## config.mk

```make
export PLATFORM = sky130hd
export DESIGN_NAME = regfile_wb_arbiter
export DESIGN_NICKNAME = d
export VERILOG_FILES = /design/src/rtl/regwb_pkg.sv /design/src/rtl/regwb_fifo.sv /design/src/rtl/regfile_wb_arbiter.sv
export SDC_FILE = /design/constraint.sdc
export NUM_CORES = 1
export LEC_CHECK = 0
export ABC_CLOCK_PERIOD_IN_PS = 4400
export CORE_AREA = 2 2 155 157
export DETAILED_ROUTE_END_ITERATION = 10
export DIE_AREA = 0 0 157 159
export GPL_TIMING_DRIVEN = 1
export PLACE_DENSITY_LB_ADDON = 0.2
export SLEW_MARGIN = 20
export SYNTH_ARGS = -nofsm -noshare
export SYNTH_HDL_FRONTEND = slang
export SYNTH_SLANG_ARGS = --single-unit
```

## constraint.sdc

```tcl
create_clock -name clk -period 4.4 [get_ports clk]
set_input_delay 0.88 -clock clk [delete_from_list [all_inputs] [get_ports clk]]
set_output_delay 0.88 -clock clk [all_outputs]
set_load 0.05 [all_outputs]
```

## src/rtl/regwb_pkg.sv

```systemverilog
// Shared types and helpers for the register-file writeback arbiter.
package regwb_pkg;

  localparam int NREG = 32;
  localparam int RD_W = 5;
  localparam logic [RD_W-1:0] ZERO_REG = 5'd31;

  // Payload width carried by wb_entry_t; DATA_W of the arbiter must not exceed it.
  localparam int WB_DATA_W = 64;

  typedef struct packed {
    logic                 live;
    logic [RD_W-1:0]      rd;
    logic [WB_DATA_W-1:0] data;
  } wb_entry_t;

  typedef enum logic [1:0] {
    IDLE  = 2'd0,
    WAIT  = 2'd1,
    FORCE = 2'd2
  } arb_state_t;

  // One-hot register select; the zero register never gets an update bit.
  function automatic logic [NREG-1:0] onehot32(input logic [RD_W-1:0] rd);
    logic [NREG-1:0] oh;
    oh = '0;
    if (rd != ZERO_REG) oh[rd] = 1'b1;
    return oh;
  endfunction

endpackage

```

## src/rtl/regwb_fifo.sv

```systemverilog
// Holding FIFO for multi-cycle results. Each entry carries a live bit that is
// cleared when a newer pipeline write to the same register overtakes it; dead
// entries stay in order and are popped without producing a write.
module regwb_fifo
  import regwb_pkg::*;
#(
  parameter int DEPTH  = 2,
  parameter int DATA_W = 64,
  localparam int PTR_W = $clog2(DEPTH),
  localparam int CNT_W = $clog2(DEPTH + 1)
) (
  input  logic              clk,
  input  logic              rst,
  input  logic              push,
  input  logic [RD_W-1:0]   push_rd,
  input  logic [DATA_W-1:0] push_data,
  input  logic              pop,
  input  logic              kill_en,
  input  logic [RD_W-1:0]   kill_rd,
  output wb_entry_t         head,
  output logic              head_dead,
  output logic [CNT_W-1:0]  count,
  output logic [NREG-1:0]   pending
);

  logic [DEPTH-1:0]  live_q;
  logic [RD_W-1:0]   rd_q   [DEPTH];
  logic [DATA_W-1:0] data_q [DEPTH];
  logic [PTR_W-1:0]  head_q;
  logic [PTR_W-1:0]  tail_q;
  logic [CNT_W-1:0]  count_q;

  // Control state: kill matching entries, then retire the head, then append.
  always_ff @(posedge clk or posedge rst) begin
    if (rst) begin
      head_q  <= '0;
      tail_q  <= '0;
      count_q <= '0;
      live_q  <= '0;
    end else begin
      for (int i = 0; i < DEPTH; i++) begin
        if (kill_en && live_q[i] && (rd_q[i] == kill_rd)) live_q[i] <= 1'b0;
      end
      if (pop) begin
        live_q[head_q] <= 1'b0;
        head_q         <= head_q + 1'b1;
      end
      if (push) begin
        live_q[tail_q] <= 1'b1;
        tail_q         <= tail_q + 1'b1;
      end
      count_q <= count_q + CNT_W'(push) - CNT_W'(pop);
    end
  end

  // Payload storage is qualified by live_q, so it needs no reset.
  always_ff @(posedge clk) begin
    if (push) begin
      rd_q[tail_q]   <= push_rd;
      data_q[tail_q] <= push_data;
    end
  end

  assign count     = count_q;
  assign head_dead = (count_q != '0) && !live_q[head_q];

  // Head view; a popped slot always has its live bit cleared, so live implies occupied.
  always_comb begin
    head      = '0;
    head.live = live_q[head_q];
    head.rd   = rd_q[head_q];
    head.data = WB_DATA_W'(data_q[head_q]);
  end

  // Pending-write mask for the hazard unit, built from live entries only.
  always_comb begin
    pending = '0;
    for (int i = 0; i < DEPTH; i++) begin
      if (live_q[i]) pending = pending | onehot32(rd_q[i]);
    end
  end

endmodule

```

## src/rtl/regfile_wb_arbiter.sv

```systemverilog
// Write-port arbiter for the 32x64 register array. The pipeline writeback (A)
// wins by default; buffered multi-cycle results (B) drain when A is idle, and a
// starvation FSM inserts a one-cycle pipeline stall to force the FIFO head out.
module regfile_wb_arbiter
  import regwb_pkg::*;
#(
  parameter int DEPTH        = 2,
  parameter int STARVE_LIMIT = 4,
  parameter int DATA_W       = 64
) (
  input  logic              clk,
  input  logic              reset,
  input  logic              a_valid,
  input  logic [RD_W-1:0]   a_rd,
  input  logic [DATA_W-1:0] a_data,
  input  logic              b_valid,
  output logic              b_ready,
  input  logic [RD_W-1:0]   b_rd,
  input  logic [DATA_W-1:0] b_data,
  output logic [NREG-1:0]   wr_en,
  output logic [DATA_W-1:0] wr_data,
  output logic              stall,
  output logic [NREG-1:0]   pending
);

  localparam int CNT_W = $clog2(DEPTH + 1);
  localparam int SC_W  = (STARVE_LIMIT > 2) ? $clog2(STARVE_LIMIT) : 1;
  localparam logic [SC_W-1:0]  SC_LAST  = SC_W'(STARVE_LIMIT - 1);
  localparam logic [CNT_W-1:0] CNT_FULL = CNT_W'(DEPTH);
  localparam logic [CNT_W-1:0] CNT_ONE  = CNT_W'(1);

  wb_entry_t        head;
  logic             head_dead;
  logic [CNT_W-1:0] count;
  logic             grant_a;
  logic             grant_b;
  logic             deq;
  logic             enq_write;
  logic             kill_head;
  arb_state_t       state_q;
  arb_state_t       state_next;
  logic [SC_W-1:0]  starve_q;
  logic [SC_W-1:0]  starve_next;

  // Ready depends only on occupancy, so a full FIFO refuses even when it pops.
  assign b_ready = !reset && (count < CNT_FULL);

  // A forced drain blocks A for that cycle; otherwise A has priority.
  assign grant_a = a_valid && !stall;
  assign grant_b = head.live && (stall || !a_valid);

  // Dead heads retire silently alongside normal drains.
  assign deq = grant_b || head_dead;

  // Zero-register results and results already superseded by A are acknowledged but dropped.
  assign enq_write = b_valid && b_ready && (b_rd != ZERO_REG) &&
                     !(grant_a && (a_rd == b_rd));

  // A blocked head that A overwrites this cycle is about to die, so it is not starving.
  assign kill_head = grant_a && head.live && (head.rd == a_rd);

  regwb_fifo #(
    .DEPTH  (DEPTH),
    .DATA_W (DATA_W)
  ) u_fifo (
    .clk       (clk),
    .rst       (reset),
    .push      (enq_write),
    .push_rd   (b_rd),
    .push_data (b_data),
    .pop       (deq),
    .kill_en   (grant_a),
    .kill_rd   (a_rd),
    .head      (head),
    .head_dead (head_dead),
    .count     (count),
    .pending   (pending)
  );

  // Starvation FSM: count consecutive blocked cycles of a live head, then force one drain.
  always_comb begin
    state_next  = state_q;
    starve_next = starve_q;
    case (state_q)
      IDLE, WAIT: begin
        if (count == '0) begin
          state_next  = IDLE;
          starve_next = '0;
        end else if (deq) begin
          starve_next = '0;
          if (head.live) state_next = WAIT;
        end else begin
          // Occupied, not dequeuing, no stall: the live head lost to A.
          state_next = WAIT;
          if (!kill_head) begin
            if (starve_q == SC_LAST) begin
              state_next  = FORCE;
              starve_next = '0;
            end else begin
              starve_next = starve_q + 1'b1;
            end
          end
        end
      end
      FORCE: begin
        starve_next = '0;
        state_next  = ((count == CNT_ONE) && !enq_write) ? IDLE : WAIT;
      end
      default: begin
        state_next  = IDLE;
        starve_next = '0;
      end
    endcase
  end

  // FSM state, stall flag and the registered write port.
  always_ff @(posedge clk or posedge reset) begin
    if (reset) begin
      state_q  <= IDLE;
      starve_q <= '0;
      stall    <= 1'b0;
      wr_en    <= '0;
      wr_data  <= '0;
    end else begin
      state_q  <= state_next;
      starve_q <= starve_next;
      stall    <= (state_next == FORCE);
      if (grant_a) begin
        wr_en   <= onehot32(a_rd);
        wr_data <= a_data;
      end else if (grant_b) begin
        wr_en   <= onehot32(head.rd);
        wr_data <= head.data[DATA_W-1:0];
      end else begin
        wr_en   <= '0;
      end
    end
  end

endmodule
```

Word level (Yosys, flattened, before mapping)
Memories as Yosys holds them, arrays and structs flattened.
Index checks and enable logic that the tools add are counted.
{"block": "word_totals", "reg_bits": 107, "ramBits": 138, "in_bits": 142, "word_cells": 125, "n_memories": 2}
{"block": "op_classes", "mux": 43, "n_eq_ne": 15, "magnitude_cmp": 13, "n_addsub": 5, "n_reduce_logical": 34, "bitwise_logic": 4}
{"name": "u_fifo.data_q", "depth": 2, "word_bits": 64, "read_ports": 1, "rd_clocked_by_memory_dff": 0, "write_ports": 1, "line": "regwb_fifo.sv:28", "text": "logic [DATA_W-1:0] data_q [DEPTH];"}
{"name": "u_fifo.rd_q", "depth": 2, "word_bits": 5, "read_ports": 3, "rd_clocked_by_memory_dff": 0, "write_ports": 1, "line": "regwb_fifo.sv:27", "text": "logic [RD_W-1:0] rd_q [DEPTH];"}
{"op": "$mux W32", "count": 9}
{"op": "$mux W64", "count": 2}
{"op": "$or A32 B32 Y32", "count": 1}
{"op": "$ne A5 B5 Y1 const B", "count": 5}
{"op": "$lt A5 B6 Y1 const B", "count": 4}
{"op": "$mux W2", "count": 12}
{"op": "$logic_and A1 B1 Y1", "count": 21}
{"op": "$demux W1 S5", "count": 4}
{"op": "$eq A5 B5 Y1", "count": 4}
{"op": "$ge A5 B1 Y1 const B", "count": 4}
{"op": "$mux W1", "count": 13}
{"op": "$eq A2 B2 Y1 const B", "count": 3}
{"op": "$logic_not A1 Y1", "count": 6}
{"op": "$eq A2 B1 Y1 const B", "count": 2}
{"op": "$logic_not A2 Y1", "count": 2}
{"op": "$lt A1 B2 Y1 const B", "count": 2}
{"op": "$ne A4 B3 Y1 const B", "count": 1}
{"op": "$pmux W2 S2", "count": 1}
{"op": "$reduce_bool A2 Y1", "count": 2}
{"op": "$add A1 B1 Y1 const B", "count": 2}
{"op": "$add A2 B1 Y2", "count": 1}
{"op": "$add A2 B1 Y2 const B", "count": 1}
{"op": "$and A2 B2 Y2", "count": 1}
{"op": "$demux W1 S1", "count": 2}
{"op": "other kinds (7)", "count": 9}

Longest topological paths before layout
{"block": "depth", "ltp_word": 10, "depth_mapped": 10}

By module
From an unflattened synthesis, not the netlist that was laid out.
{"block": "hier_totals", "hier_cells": 743, "hier_area_um2": 10324.9}
{"mod": "regwb_fifo", "cells_per_inst": 324, "area_per_inst_um2": 5773.0, "instances": 1}
{"mod": "regfile_wb_arbiter", "cells_per_inst": 419, "area_per_inst_um2": 4551.9, "instances": 1}

Worst setup path after synthesis
Ideal clock, no wire load.
{"block": "synth_timing", "path_type": "input to register", "start": "input port reset", "end": "memory u_fifo.data_q[0][0] (enable)", "arrival_time_ns": 5.164, "required_time_ns": 3.894, "path_slack_ns": -1.270, "stages": 4, "setup_time_ns": 0.506, "cell_sequence": "nor2_1 -> o211ai_1 -> a31oi_2 -> nor2b_1"}
{"block": "synth_via", "elab_chain_len": 7}
{"element": "start: declaration", "line": "regfile_wb_arbiter.sv:12", "text": "input logic reset,"}
{"element": "$logic_not A1 Y1 (no line)"}
{"element": "$logic_and A1 B1 Y1", "line": "regfile_wb_arbiter.sv:46", "text": "assign b_ready = !reset && (count < CNT_FULL);"}
{"element": "$logic_and A1 B1 Y1 (3 in series)", "line": "regfile_wb_arbiter.sv:56", "text": "assign enq_write = b_valid && b_ready && (b_rd != ZERO_REG) &&"}
{"element": "$mux W1", "line": "regwb_fifo.sv:58", "text": "if (push) begin"}
{"element": "$mux W1 (implied by the code)", "line": "regwb_fifo.sv:60", "text": "data_q[tail_q] <= push_data;"}
{"element": "end: declaration", "line": "regwb_fifo.sv:28"}
No other way between the ends.

==> impl_metrics.ini <==
[logic_synthesis]
synth_mux_area_frac = 0.0766
synth-simple-area-share = 0.0965
yosysWarnings = 0
synth_top_area_share = 0.408
synth-adder-area-share = 0.00370
yosysSeqAreaShare = 0.670
synthArstFlopShare = 0.434
synth_most_common_cell = nand2_1
synth_area_leader_cell = edfxtp_1
syn_area_per_cell_um2 = 12.3
synth.ff_latch_count = 244
synth_enable_flop_cells = 138
synthTopCellsByArea = edfxtp_1, dfrtp_1, mux2i_1, o21ai_0, nand2_1
ys.flop_type = edfxtp_1
synth_xor_area_frac = 0.0207
postSynthCellCount = 822
syn_area_um2 = 10100
synthTopCellsByCount = nand2_1, edfxtp_1, o21ai_0
synth_top_family_by_area = compound AO/OA/AOI/OAI gates
synth_compound_area_frac = 0.108
ys_types = 39

[clock_tree]
cts_tree = done
clk_pin_slew_ps = 60
ctsResizeCount = 0
post_cts_buffers = 0
cts-root-buf = clkbuf_16
htreeDepth = 1
clkLatencyLatePin_ps = 530
cts_buffers = 26
cts.sinks = 244
ctsHoldBuffers = 0
max-clock-path-buffers = 3

[power_and_ir_drop]
p_sw_mw = 2.88
p_clk_frac = 0.287
p_per_area_nw_per_um2 = 574
seqPwrFrac = 0.368
p_int_mw = 5.20
p_sw_frac = 0.357
power.share.combinational = 0.345
vdd_drop_max_uv = 427
leakage_nw = 5.27
power_mw = 8.08

[routing]
dr.pass1.iters = 5
drt_first_iter_violations = 421
drcViolationCount = 0
vias = 7255
wl_per_cell_um = 17.3
antenna_left = 0
wl_um = 24500
via_per_inst = 5.13

[floorplanning]
initial_utilization = 0.438
dieHeight_um = 159
core_area_um2 = 23200
dieArea_um2 = 25000
core.rowCount = 56
io_pins = 272
die_w_um = 157

[placed_design]
port_buffers = 270
hpwl_um = 16500
place.gp.congestion = 0.850
dp_slack_ps = 987

[setup_path]
critPathMaxStageDelay_ps = 830
path_buf_inv = 1
cp_max_fo = 8
cp.arrival_ps = 2690
slowest_stage = clkdlybuf4s50_1
cp-start-kind = register
worstPathCellList = or3b_2 > o22ai_1 > clkdlybuf4s50_1
crit_family = buffers and inverters
setup.worst_path.class = reg -> out
critPathCaptureType = output pin
required_ps = 3520

[grt]
track_usage = 0.193
antenna_found_initial = 1
grt_max_degree = 80
grt_pass1_wl_um = 38100
grt_pass1_vias = 7111
overflow = 0

[layout]
fill_cells = 1883
area_growth_pct = 38.6
diodes = 0
multiInputGateArea_um2 = 3120
nets = 1220
area.sequential_um2 = 6800
utilization = 0.607
drive_above_1_share = 0.0658

[timing]
relSlewSlack = 0.462
setup_viol = 0
tightest_slew_ps = 808
skew_ps = 22.4
rsz0062_at_grt = no
hold_viol = 0
post-route-period-util = 0.812
fin_crit_ps = 3570
drv_slew = 0
tns_ps = 0
fmax_mhz = 280
finalWorstSetupSlack_ps = 827

[outcome]
status = completed

[worst_hold_path]
hold_path_class = reg -> reg

[flow_run]
cap_viol_max_count = 0
==> sequential cells by signal, indices dropped and copies added, names as in the netlist <==
name and flops:
u_fifo.data_q 128, wr_data 64, wr_en 32, u_fifo.rd_q 10, starve_q 2, u_fifo.count 2, u_fifo.live_q 2, stall 1
state_q 1, u_fifo.head_q 1, u_fifo.tail_q 1
==> worst min-delay path, delay by kind of cell, from the launching register on <==
family	cells	cell delay [ps]
simple gates	1	60
flops	1	380
mux	1	60
==> per-stage QoR <==
| step | hold WS, ps | area [um2] | cells |
|---|---|---|---|
| CTS | 540 | 14100 | 1414 |
| floorplan | 473 | 10200 | 823 |
| detailed placement | 532 | 13100 | 1366 |
| global placement | 518 | 13100 | 1366 |
| finish | 539 | 14100 | 1414 |
| global route | 570 | 14100 | 1414 |
==> placed cells by master (no fill, tap or decap), types with 3 or more instances in the layout <==
cell type / n
dfrtp_1: 105
buf_4: 5
o22ai_1: 62
or2_2: 3
nand2b_1: 5
nand3_1: 10
or3b_2: 3
nand3b_1: 11
nand2_1: 153
clkinv_2: 4
clkbuf_8: 3
clkbuf_16: 29
o21ai_0: 134
ha_1: 3
bufinv_16: 3
buf_12: 3
nor2_1: 13
edfxtp_1: 138
clkdlybuf4s50_1: 270
or3_1: 5
nand4_1: 3
mux2i_1: 68
xnor2_1: 16
xor2_1: 8
clkbuf_1: 5
==> power by group through the flow <==
stage	registers [mW]	clock network [mW]	logic, mW
6_report	2.97	2.32	2.79
5_1_grt	3.01	2.46	3.02
4_1_cts	2.97	2.36	2.82
3_5_place_dp	3.02	0	2.81
3_3_place_gp	3.00	0	2.79
2_1_floorplan	3.67	0	1.25
==> final cells by class <==
class,instances,share of cell area
Clock inverter,11,0.0107
Tap cell,319,0.0284
Multi-Input combinational cell,522,0.222
Clock buffer,37,0.0558
Sequential cell,244,0.483
Inverter,3,0.000978
Timing Repair Buffer,278,0.199
==> layer usage <==
layer / track usage / vias up / wire [um]
met4: 0.0626 / 0 / 663
met3: 0.0444 / 36 / 1880
met5: 0 / - / 0
li1: - / 3494 / -
met1: 0.253 / 3442 / 10300
met2: 0.318 / 283 / 11700
==> logic make-up (layout without fill, tap and decap cells) <==
family | after synthesis | in the layout
AO/OA/AOI/OAI | 200 | 200
XOR/XNOR | 24 | 24
adder cells (fa/ha/maj) | 3 | 3
buffers and inverters | 57 | 329
flip-flops | 244 | 244
multiplexers | 74 | 74
other | 1 | 2
AND/OR/NAND/NOR | 219 | 219
==> path summary, 6_finish.rpt <==
path,start,to,slack [ps],cells past startpoint
max,u_fifo.rd_q[0][1],pending[16],830,3
min,starve_q[1],starve_q[1],540,2
max reg2reg,u_fifo.head_q,wr_data[0],1920,6
min reg2reg,starve_q[1],starve_q[1],540,2
max in group asynchronous,reset,u_fifo.live_q[1],2760,3
min in group asynchronous,reset,wr_en[31],880,2
(Power assumes the default switching activity.)
